File: config.mk
export PLATFORM = sky130hd
export DESIGN_NAME = seq_det_param
export DESIGN_NICKNAME = d
export VERILOG_FILES = /design/src/rtl/seq_det_pkg.sv /design/src/rtl/seq_match_cnt.sv /design/src/rtl/seq_det_param.sv
export SDC_FILE = /design/constraint.sdc
export NUM_CORES = 1
export LEC_CHECK = 0
export BUFFER_PORTS_ARGS = -buffer_cell sky130_fd_sc_hd__buf_2
export CELL_PAD_IN_SITES_DETAIL_PLACEMENT = 1
export CELL_PAD_IN_SITES_GLOBAL_PLACEMENT = 2
export CORE_MARGIN = 2
export CORE_UTILIZATION = 28
export DETAILED_ROUTE_END_ITERATION = 16
export GPL_ROUTABILITY_DRIVEN = 1
export PLACE_DENSITY = 0.72
export RECOVER_POWER = 25
export SLEW_MARGIN = 20
export SYNTH_ARGS = -nofsm -noshare
export SYNTH_HDL_FRONTEND = slang
export SYNTH_SLANG_ARGS = --single-unit
File: constraint.sdc
create_clock -name clk -period 0.8 [get_ports clk]
set_clock_uncertainty 0.05 [all_clocks]
set_input_delay 0.16 -clock clk [delete_from_list [all_inputs] [get_ports clk]]
set_output_delay 0.16 -clock clk [all_outputs]
set_load 0.005 [all_outputs]
File: src/rtl/seq_det_pkg.sv
// Shared definitions for the serial pattern detector: overlap modes and the
// elaboration-time functions that derive the prefix-matching transition table.
package seq_det_pkg;

   localparam int MAX_PAT_LEN = 16;

   typedef enum logic {
      OVL_OFF = 1'b0,
      OVL_ON  = 1'b1
   } ovl_mode_e;

   // Longest prefix of pat that is a suffix of (first k pattern bits, then b).
   // Pattern bit len-1 is the first bit received.
   function automatic int next_len(input logic [15:0] pat, input int len,
                                   input int k, input logic b);
      int   best;
      int   si;
      logic ok;
      logic s_bit;
      best = 0;
      for (int j = 1; j <= MAX_PAT_LEN; j++) begin
         if (j <= k + 1 && j <= len) begin
            ok = 1'b1;
            for (int m = 0; m < MAX_PAT_LEN; m++) begin
               if (m < j) begin
                  si    = k + 1 - j + m;
                  s_bit = (si == k) ? b : pat[4'(len - 1 - si)];
                  if (pat[4'(len - 1 - m)] != s_bit)
                     ok = 1'b0;
               end
            end
            if (ok)
               best = j;
         end
      end
      return best;
   endfunction

   // Length of the longest proper border (prefix == suffix) of the pattern.
   function automatic int border_len(input logic [15:0] pat, input int len);
      int   best;
      logic ok;
      best = 0;
      for (int j = 1; j < MAX_PAT_LEN; j++) begin
         if (j < len) begin
            ok = 1'b1;
            for (int m = 0; m < MAX_PAT_LEN; m++) begin
               if (m < j && pat[4'(len - 1 - m)] != pat[4'(j - 1 - m)])
                  ok = 1'b0;
            end
            if (ok)
               best = j;
         end
      end
      return best;
   endfunction

endpackage

File: src/rtl/seq_match_cnt.sv
// Saturating match counter with synchronous clear; clear wins over increment.
module seq_match_cnt #(
   parameter int CNT_W = 8
) (
   input  logic             clk,
   input  logic             rst,
   input  logic             inc,
   input  logic             clr,
   output logic [CNT_W-1:0] cnt
);

   logic [CNT_W-1:0] cnt_reg;

   always_ff @(posedge clk or negedge rst) begin
      if (!rst)
         cnt_reg <= '0;
      else if (clr)
         cnt_reg <= '0;
      else if (inc && cnt_reg != {CNT_W{1'b1}})
         cnt_reg <= cnt_reg + 1'b1;
   end

   assign cnt = cnt_reg;

endmodule

File: src/rtl/seq_det_param.sv
// Parameterised serial pattern detector using an elaboration-time KMP table,
// with registered match pulse and saturating match counter.
module seq_det_param
   import seq_det_pkg::*;
#(
   parameter int                 PAT_LEN = 3,
   parameter logic [PAT_LEN-1:0] PATTERN = 3'b111,
   parameter int                 OVERLAP = 1,
   parameter int                 CNT_W   = 8,
   localparam int                SW      = $clog2(PAT_LEN + 1)
) (
   input  logic             clk,
   input  logic             rst,
   input  logic             en,
   input  logic             din,
   input  logic             clr_cnt,
   output logic             dout,
   output logic [SW-1:0]    state,
   output logic [CNT_W-1:0] match_cnt
);

   localparam int          NS      = 1 << SW;
   localparam logic [15:0] PAT16   = 16'(PATTERN);
   localparam logic [SW-1:0] RESTART =
      (OVERLAP == int'(OVL_ON)) ? SW'(border_len(PAT16, PAT_LEN)) : '0;

   // Reset asserts immediately but releases only after two clock edges.
   logic [1:0] sync_reg;
   logic       srst_n;

   always_ff @(posedge clk or negedge rst) begin
      if (!rst)
         sync_reg <= 2'b00;
      else
         sync_reg <= {sync_reg[0], 1'b1};
   end

   assign srst_n = sync_reg[1];

   // Table padded to a power of two so any state encoding indexes safely.
   logic [SW-1:0] nxt0 [NS];
   logic [SW-1:0] nxt1 [NS];

   for (genvar gi = 0; gi < NS; gi++) begin : g_tab
      if (gi < PAT_LEN) begin : g_live
         assign nxt0[gi] = SW'(next_len(PAT16, PAT_LEN, gi, 1'b0));
         assign nxt1[gi] = SW'(next_len(PAT16, PAT_LEN, gi, 1'b1));
      end else begin : g_pad
         assign nxt0[gi] = '0;
         assign nxt1[gi] = '0;
      end
   end

   logic [SW-1:0] state_reg, state_next;
   logic          dout_reg, dout_next;
   logic [SW-1:0] cand;
   logic          match;

   always_ff @(posedge clk or negedge srst_n) begin
      if (!srst_n) begin
         state_reg <= '0;
         dout_reg  <= 1'b0;
      end else begin
         state_reg <= state_next;
         dout_reg  <= dout_next;
      end
   end

   always_comb begin
      cand       = din ? nxt1[state_reg] : nxt0[state_reg];
      match      = 1'b0;
      state_next = state_reg;
      dout_next  = 1'b0;
      if (en) begin
         if (cand == SW'(PAT_LEN)) begin
            match      = 1'b1;
            dout_next  = 1'b1;
            state_next = RESTART;
         end else begin
            state_next = cand;
         end
      end
   end

   seq_match_cnt #(
      .CNT_W(CNT_W)
   ) u_cnt (
      .clk(clk),
      .rst(srst_n),
      .inc(match),
      .clr(clr_cnt),
      .cnt(match_cnt)
   );

   assign dout  = dout_reg;
   assign state = state_reg;

endmodule

# Word-level counts from Yosys, hierarchy flattened
# Cells that the tools add are included.
op_classes:
  n_addsub: 1
  magnitude_cmp: 1
  n_eq_ne: 2
  mux: 12
  n_bitwise: 1
  reduce_logical: 2
ops:
  columns: ["op", "n"]
  rows:
  - ["$mux W8", 2]
  - ["$mux W2", 6]
  - ["$add A8 B1 Y8 const B", 1]
  - ["$bmux W2 S2", 2]
  - ["$ne A8 B8 Y1 const B", 1]
  - ["$ge A3 B3 Y1 const B", 1]
  - ["$not A2 Y3", 1]
  - ["$eq A2 B2 Y1 const B", 1]
  - ["$mux W1", 2]
  - ["$reduce_bool A2 Y1", 1]
  - ["$logic_and A1 B1 Y1", 1]
word_totals:
  reg_bits: 13
  input_bits: 5
  out_inout_bits: 11
  elab_cells: 23

# Depth between registers and ports, before layout
# Gate-level depths: netlist of run 1.
depth:
  ltp_word: 11
  depth_mapped: 6
  depth_no_buf: 6

# By module
# From an unflattened synthesis of run 1, not the netlist that was laid out.
hier_totals:
  hier_cells: 67
  hier_area_um2: 673.1
by_module_without_submodules:
  columns: ["mod", "n_inst", "cells_per_inst", "area_per_inst_um2", "seq_area_each_um2"]
  rows:
  - ["seq_match_cnt", 1, 49, 464.2, 200.2]
  - ["seq_det_param", 1, 18, 209.0, 125.1]

# Worst setup path after synthesis of run 1
# Ideal clock, no wire load.
synth_path:
  kind: "reg-to-reg"
  startpoint: "register state_reg[1], in the netlist state[1]"
  endpoint: "register u_cnt.cnt_reg[5], in the netlist u_cnt.cnt[5]"
  setup_time_ns: 0.078
  arrival_time_ns: 1.527
  required_time_ns: 0.672
  path_slack_ns: -0.854
  path_stages_with_launch: 6
  n_path_buf: 0
  period_less_slack_ns: 1.654
  path_cell_list: "dfrtp_1 inv_1 ha_1 o2111ai_4 or4_1 a21oi_1"
synth_via:
  elab_chain_cells: 10
  elab_cells_between_ends: 13
  cone_classes: "eq/ne: 1; mux: 9; bitwise: 1; reduce/logical: 2"
synth_rtl:
  columns: ["element", "line_no", "rtl"]
  rows:
  - ["start: declaration", "seq_det_param.sv:54", "logic [SW-1:0] state_reg, state_next;"]
  - ["start signal: assignment", "seq_det_param.sv:64", "state_reg <= state_next;"]
  - ["$not A2 Y3 (not written as such) *", "seq_det_param.sv:70", "cand = din ? nxt1[state_reg] : nxt0[state_reg];"]
  - ["$bmux W2 S2", "seq_det_param.sv:70", null]
  - ["$mux W2 (not written as such) (2 in a row)", "seq_det_param.sv:70", null]
  - ["$mux W2 *", "seq_det_param.sv:70", null]
  - ["$eq A2 B2 Y1 *", "seq_det_param.sv:75", "if (cand == SW'(PAT_LEN)) begin"]
  - ["$mux W1 *", "seq_det_param.sv:75", null]
  - ["$mux W1 *", "seq_det_param.sv:74", "if (en) begin"]
  - ["$logic_and A1 B1 Y1 *", "seq_match_cnt.sv:19", "else if (inc && cnt_reg != {CNT_W{1'b1}})"]
  - ["$reduce_bool A2 Y1 (no line) *", null, null]
  - ["end signal: assignment", "seq_match_cnt.sv:20", "cnt_reg <= cnt_reg + 1'b1;"]
  - ["end: declaration", "seq_match_cnt.sv:12", "logic [CNT_W-1:0] cnt_reg;"]
# Every way passes the cells marked *; elsewhere a longest branch is shown, timed or not. The select of a mux whose other input is x is not followed.
# A chain may end at the register's enable or synchronous reset.

# Final worst setup path of run 1
# Ends and elaborated chain as after synthesis.

==> summary.log, run 1 <==
INFO  setup_path     reg2regPathDepth=5
INFO  yosys          ys.flop_type=dfrtp_1
INFO  place          gp_congestion=0.751
INFO  yosys          syn-instance-count=61
INFO  setup_path     critical_path_fanout_max=7
INFO  cts            root_buffer_cell=clkbuf_4
INFO  floorplanning  dieArea=2700squm
INFO  setup_path     crit_arrival=1880ps
INFO  place          dp_hpwl=1.31mm
INFO  yosys          yosys_warnings=0
INFO  timing         max_freq=586MHz
INFO  final_layout   flow.area_growth_from_synthesis=86.0%
INFO  setup_path     critPathRequiredTime=970ps
INFO  yosys          seq_area_frac_synth=50.6%
INFO  floorplanning  die_y=51.9um
INFO  global_route   number_of_global_route_vias_before_repair=706
INFO  yosys          postSynthNetCount=69
INFO  routing        ant_nets=0
INFO  floorplanning  initial_utilization=29.4%
INFO  cts            clock-sinks=13
INFO  setup_path     timing.critical_path.cells=inv_2, ha_4, o2111ai_4, or4_1, a21oi_1
INFO  final_layout   stdcell_area=1200squm
INFO  place          placement.cell_area=908squm
INFO  timing         setup_viol=22
INFO  power          largest_voltage_drop_on_the_vdd_net=0.00147V
INFO  cts            cts_bufs_inserted=3
INFO  power          switching_power=0.823mW
INFO  power          intPower=1.60mW
INFO  routing        dr_total_vias=680
INFO  routing        totalWireLength=2.28mm
INFO  global_route   initial_antenna_violation_count=0
INFO  yosys          netlist_area=643squm
INFO  worst_hold_path hp-class=input pin to flip-flop
INFO  setup_path     end_kind=flip-flop
INFO  timing         drv_slew=0
INFO  final_layout   diodes=0
INFO  timing         layout_setup_ws=-906ps
INFO  cts            cts.clk_slew.worst_paths=90ps
INFO  final_layout   largest_register_ff_count=8
INFO  cts            clk_latency=290ps
INFO  routing        starting_drc_count_in_detailed_routing=1
INFO  final_layout   final_layout_size_suffix_gt1_share=60.2%
INFO  timing         hold_viol_final=0
INFO  yosys          yosys_register_bits=13
INFO  run_status     run_status=finished with violations
INFO  setup_path     crit_slowest_cell=or4_1
INFO  timing         finalCriticalPeriod=1710ps
INFO  setup_path     path_type_of_the_worst_setup_path=flip-flop to flip-flop
INFO  power          power.combinational.fraction=49.2%
INFO  routing        detail_route.wl_per_cell=16.2um
INFO  global_route   pin_count_of_the_biggest_net_entering_global_routing=11
INFO  power          power_frac_seq=33.0%
INFO  routing        remaining_drc_errors=0
INFO  global_route   grt_overflow_total=0
INFO  yosys          synth_most_common_cell=dfrtp_1
INFO  place          numPortBuffers=15
INFO  cts            clk_path_buf_depth=2
INFO  yosys          synth-async-reset-ratio=100%
INFO  yosys          number_of_enable_flip_flop_cells_after_synthesis=0
INFO  job            max_cap_violations=0
INFO  global_route   grt.total_usage=17.7%
INFO  global_route   grt_pass1_wl=3.27mm
INFO  yosys          synthTopCellsByCount=dfrtp_1, nor2_1, inv_1, nand2_1, nand3_1
INFO  yosys          yosys.area.top_type=dfrtp_1
INFO  cts            h_tree_levels=1
INFO  yosys          synth_top_cells_by_area=dfrtp_1, ha_1, nor2_1
INFO  floorplanning  row_count=17
INFO  floorplanning  floorplan.die.width=51.9um
INFO  power          switching_share=33.9%
INFO  setup_path     critPathMaxStageDelay=520ps
INFO  yosys          synthDistinctLibCells=25
INFO  floorplanning  design.core.area=2190squm
INFO  routing        avgViaCountPerCell=4.82
INFO  run_status     violations=negative setup slack
INFO  power          power_density=2030nW/um^2
INFO  worst_hold_path worstHoldPathCells=2
INFO  floorplanning  ioPinCount=16
INFO  final_layout   final_net_count=122
INFO  timing         finalCritPeriodShare=213%
INFO  timing         rsz0062_at_grt=yes
INFO  yosys          synth.avg_cell_area=10.5squm
INFO  power          power.total=2.43mW
INFO  yosys          synthDominantCellAreaShare=50.6%
INFO  cts            tritoncts=built
INFO  final_layout   final_core_utilization=54.6%
INFO  power          cellLeakagePower=0.579nW
INFO  setup_path     startpoint_type=flip-flop
INFO  power          clock_power_share=17.9%
INFO  routing        firstDrtPassIters=4
## worst max-delay path, delay by kind of cell, from the launching register on
family                   cells  cell delay, ps
flip-flops                   1             420
AO/OA/AOI/OAI                2             310
adder cells (fa/ha/maj)      1             280
buffers and inverters        1              70
AND/OR/NAND/NOR              1             520
## power groups by stage
stage          Clock (mW)  Sequential (mW)  Combinational, mW
6_report            0.434            0.799               1.19
5_1_grt             0.489            0.807               1.28
4_1_cts             0.457            0.802              0.967
3_5_place_dp            0            0.800              0.733
3_3_place_gp            0            0.789              0.691
2_1_floorplan           0            0.811              0.430
## per-layer routing
metal  GRT usage (%)  share of wire, %
met1            19.4                43
met2            31.6                51
met3            3.45               2.5
met4            9.21               2.8
met5               0                 0
## layout make-up
type                    instances  area (sq um)
inverters                       5          21.3
flip-flops and latches         13           329
well taps                      28          35.0
multi-input cells              42           378
clock buffers                   4          26.3
repair buffers                 49           407
fillers                       247           995
## final timing paths
| check | start | endpoint | slack [ps] |
|---|---|---|---|
| max | state[1] | u_cnt.cnt[5] | -910 |
| max in group asynchronous | sync_reg[1] | state[1] | 80 |
| min reg2reg | sync_reg[1] | u_cnt.cnt[5] | 180 |
| min | clr_cnt | u_cnt.cnt[5] | 110 |
| min in group asynchronous | rst | sync_reg[0] | 130 |
| max reg2reg | state[1] | u_cnt.cnt[5] | -910 |
## cells in the final DEF (no fill, tap or decap), types with 2 or more instances in the layout
cell           count
buf_4             21
buf_6             16
dfrtp_1           10
buf_2              8
nor2_1             7
nand2_1            4
nand3_1            3
clkbuf_4           3
dfrtp_2            3
inv_2              2
inv_1              2
mux2i_1            2
xor2_1             2
ha_4               2
clkbuf_1           2
dlygate4sd3_1      2
## cell families (layout without fill, tap and decap cells)
logic type	after synthesis	count (layout)	synth area share (%)
and+or+nand+nor	21	21	15.6
DFF	13	13	50.6
AOI/OAI and AO/OA	12	12	16.7
buffers and inverters	6	58	3.50
adders and majority gates	3	3	5.84
xor gates and xnor gates	3	3	4.09
muxes	2	2	3.11
other	1	1	0.583
## per-stage QoR
step	hold slack, ps	TNS (ps)	cells	setup slack, ps
5_1_grt	117	-13360	141	-975
3_5_place_dp	-101	-8140	121	-868
4_1_cts	87.9	-11820	134	-884
6_report	108	-12230	141	-906
2_1_floorplan	-186	-6020	61	-755
3_3_place_gp	-104	-7510	121	-819
## repair_timing
action	in CTS	in global routing
endpoints found under the hold margin	3	0
setup buffers	7	9
resized for setup	19	15
pin swaps	1	8
endpoints found under the setup margin	22	22
hold buffers	2	0
(Power assumes the default switching activity.)
==> inputs of run 2 (changes only) <==
- ABC_AREA: default -> 1
- CORE_UTILIZATION: 28 -> 26
- PLACE_DENSITY: 0.72 -> 0.71
==> run 2 against run 1 <==
  * The flow still finishes with violations (negative setup slack)
  * Die area grew 18%
  * Core utilization shrank 9.7 points
  * Worst setup slack gained 250 ps
  * Critical path depth grew 3
  * Flip-flop and latch count is the same
  * Non-clock buffer count shrank 5
  * Sequential share of layout area shrank 0.41 points
  * Hold slack gained 15 ps
==> summary.log, run 2 <==
INFO  run_status     run_status=finished with violations
INFO  run_status     violations=negative setup slack
INFO  final_layout   largest_register_ff_count=8 [unchanged]
INFO  cts            cts.clk_slew.worst_paths=90ps [about the same]
INFO  final_layout   flow.area_growth_from_synthesis=68.1%
INFO  routing        wl_met3=55um [-5.2%]
INFO  power          largest_voltage_drop_on_the_vdd_net=0.00114V [-23%]
INFO  floorplanning  dieArea=3190squm [+18%]
INFO  setup_path     reg2regPathDepth=8 [+3]
INFO  yosys          syn-instance-count=88 [+44%]
INFO  cts            cts_bufs_inserted=3 [unchanged]
INFO  yosys          number_of_enable_flip_flop_cells_after_synthesis=0 [unchanged]
INFO  setup_path     r2r-end=u_cnt.cnt[0]
INFO  floorplanning  floorplan.die.width=56.5um [+8.8%]
INFO  floorplanning  design.core.area=2690squm [+23%]
INFO  yosys          synthDistinctLibCells=24 [-4.0%]
INFO  setup_path     cp.depth=8 [+3]
INFO  yosys          seq_area_frac_synth=45.4% [-5.2 points]
INFO  global_route   pin_count_of_the_biggest_net_entering_global_routing=9 [-2]
INFO  setup_path     timing.critical_path.cells=inv_2, ha_4, nand3_4, nor2_4, nand2_4, nand2_4, buf_12, o21ai_2
INFO  place          gp_congestion=0.811 [+8.0%]
INFO  timing         finalCriticalPeriod=1460ps [-246 ps]
INFO  floorplanning  ioPinCount=16 [unchanged]
INFO  power          switching_power=0.940mW [+14%]
INFO  global_route   grt.total_usage=15.3% [-2.3 points]
INFO  global_route   grt_pass1_wl=3.76mm [+15%]
INFO  setup_path     crit_path_start=state[1]
INFO  routing        top_sig_layer=met4
INFO  power          cellLeakagePower=0.621nW [+7.2%]
INFO  final_layout   diodes=0 [unchanged]
INFO  timing         rsz0062_at_grt=yes
INFO  yosys          yosys_warnings=0 [unchanged]
INFO  setup_path     critPathRequiredTime=920ps [-50 ps]
INFO  setup_path     critical_path.most_common_cell=nand2_4
INFO  routing        remaining_drc_errors=0 [unchanged]
INFO  timing         hold_viol_final=0 [unchanged]
INFO  final_layout   commonest_non_fill_non_tap_cell_in_the_layout=buf_4
INFO  setup_path     timing.rr.start=state[1]
INFO  cts            clk_path_buf_depth=2 [unchanged]
INFO  timing         max_freq=685MHz [+17%]
INFO  timing         layout_setup_ws=-660ps [+246 ps]
INFO  cts            clock-sinks=13 [unchanged]
INFO  floorplanning  die_y=56.5um [+8.8%]
INFO  global_route   number_of_global_route_vias_before_repair=814 [+15%]
INFO  setup_path     crit_slowest_cell=dfrtp_1
INFO  final_layout   final_layout_size_suffix_gt1_share=52.9% [-7.2 points]
INFO  routing        starting_drc_count_in_detailed_routing=8 [+7]
INFO  routing        ant_nets=0 [unchanged]
INFO  yosys          synth_most_common_cell=nand2_1
INFO  floorplanning  initial_utilization=26.7% [-2.7 points]
INFO  final_layout   layout_common_cells=buf_4, nand2_1, buf_6
INFO  power          power.combinational.fraction=53.2% [+4.0 points]
INFO  setup_path     critical_path_fanout_max=4 [-3]
INFO  yosys          synth_top_cells_by_area=dfrtp_1, nand2_1, nand3_1
INFO  yosys          postSynthNetCount=96 [+39%]
INFO  floorplanning  row_count=19 [+2]
INFO  global_route   initial_antenna_violation_count=0 [unchanged]
INFO  setup_path     startpoint_type=flip-flop
INFO  routing        wl_met2=1.19mm [+1.4%]
INFO  routing        avgViaCountPerCell=4.40 [-8.7%]
INFO  final_layout   final_net_count=145 [+19%]
INFO  yosys          synth.avg_cell_area=8.15squm [-23%]
INFO  setup_path     critPathMaxStageDelay=380ps [-140 ps]
INFO  yosys          synth-async-reset-ratio=100% [unchanged]
INFO  job            max_cap_violations=0 [unchanged]
INFO  place          numPortBuffers=15 [unchanged]
INFO  setup_path     crit_arrival=1580ps [-300 ps]
INFO  timing         timing.hold.ws=123ps [+15.4 ps]
INFO  routing        detail_route.wl_per_cell=13.5um [-17%]
INFO  yosys          yosys.area.top_type=dfrtp_1
INFO  routing        detail_route.wirelength.met1=992um [+0.40%]
INFO  routing        totalWireLength=2.25mm [-1.4%]
INFO  yosys          yosys_register_bits=13 [unchanged]
INFO  cts            h_tree_levels=1 [unchanged]
INFO  setup_path     timing.critical_path.buf_inv=2 [+1]
INFO  yosys          ys.flop_type=dfrtp_1
INFO  timing         drv_slew=0 [unchanged]
INFO  power          power_frac_seq=30.9% [-2.1 points]
INFO  cts            clk_latency=280ps [about the same]
INFO  power          power_density=2210nW/um^2 [+8.9%]
INFO  cts            tritoncts=built
INFO  cts            root_buffer_cell=clkbuf_4
INFO  yosys          netlist_area=717squm [+11%]
INFO  final_layout   final_core_utilization=44.9% [-9.7 points]
INFO  setup_path     crit_family=simple AND/OR/NAND/NOR gates
INFO  yosys          synthTopCellsByCount=nand2_1, dfrtp_1, inv_1, nand3_1, nor2_1
INFO  timing         setup_viol=22 [unchanged]
INFO  timing         finalCritPeriodShare=182% [-31 points]
INFO  setup_path     path_type_of_the_worst_setup_path=flip-flop to flip-flop
INFO  global_route   grt_overflow_total=0 [unchanged]
INFO  routing        firstDrtPassIters=2 [-2]
INFO  routing        dr_total_vias=735 [+8.1%]
INFO  setup_path     end_kind=flip-flop
INFO  power          power.total=2.66mW [+9.7%]
INFO  worst_hold_path hp-class=flip-flop to asynchronous set/reset pin
INFO  power          clock_power_share=15.9% [-2.0 points]
INFO  power          switching_share=35.4% [+1.4 points]
INFO  place          dp_hpwl=1.65mm [+25%]
INFO  power          intPower=1.72mW [+7.3%]
INFO  yosys          synthDominantCellAreaShare=45.4% [-5.2 points]
INFO  setup_path     setup.reg_to_reg.worst_slack=-660ps [+250 ps]
[run 2: cell types whose count changed after synthesis, sizes merged, moves of 2 or more]
cell,before,now
nand3,4,11
nand2,4,25
inv,5,13
o2111ai,2,0
nor2,7,10
mux2i,2,0
a211oi,2,0
[run 2: cell type report]
type                            instances  area, sq um
Tap cell                               31         38.8
Timing Repair Buffer                   44          367
Fill cell                             337         1480
Clock inverter                          1         5.00
Multi-Input combinational cell         61          384
Clock buffer                            3         22.5
Sequential cell                        13          327
Inverter                               14         61.3
[run 2: how the worst max path moves through the flow]
| stage | endpoint |
|---|---|
| 4_1_cts | u_cnt.cnt[1] |
| 3_5_place_dp | u_cnt.cnt[4] |
| 2_1_floorplan | u_cnt.cnt[3] |
| 5_1_grt | u_cnt.cnt[7] |
| 6_report | u_cnt.cnt[0] |
| 3_3_place_gp | u_cnt.cnt[3] |
[run 2: power by group through the flow]
stage / clock, mW / sequential (mW) / combinational, mW
floorplan: 0 / 0.861 / 0.467
global placement: 0 / 0.832 / 0.886
detailed placement: 0 / 0.837 / 0.953
CTS: 0.438 / 0.825 / 1.28
global route: 0.466 / 0.842 / 1.52
finish: 0.423 / 0.823 / 1.41
[run 2: what timing repair did]
action,in CTS,in global routing
buffers inserted,8,7
hold buffers,1,0
resized for setup,18,11
hold endpoints to repair,2,0
endpoints found under the setup margin,22,22
pin swaps,5,1
[run 2: cell families after synthesis]
group	Yosys count	synth area share [%]
compound gates	8	6.98
fa+ha+maj	3	5.24
flops	13	45.4
simple gates	48	32.8
xor+xnor	1	1.22
other cells	1	0.523
buf+inv	14	7.85
[run 2: metrics by stage]
step                instance area [sq um]  setup WS, ps  TNS (ps)  instances
floorplan                             737          -564     -5040         88
finish                               1200          -660     -9790        167
CTS                                  1140          -626     -9360        163
detailed placement                    978          -666     -6390        151
global placement                      978          -604     -5770        151
global route                         1200          -760    -11090        167
[run 2: routing by layer]
metal	vias to the layer above	track usage (%)
li1	371	-
met1	354	18.3
met2	8	27.2
met3	2	3.00
met4	0	5.10
met5	-	0
[run 2: worst register-to-register path, cell delays in order, from the launching register on]
cell     delay, ps
dfrtp_1        380
inv_2           70
ha_4           280
nand3_4         70
nor2_4         150
nand2_4         90
nand2_4        120
buf_12         110
o21ai_2         50
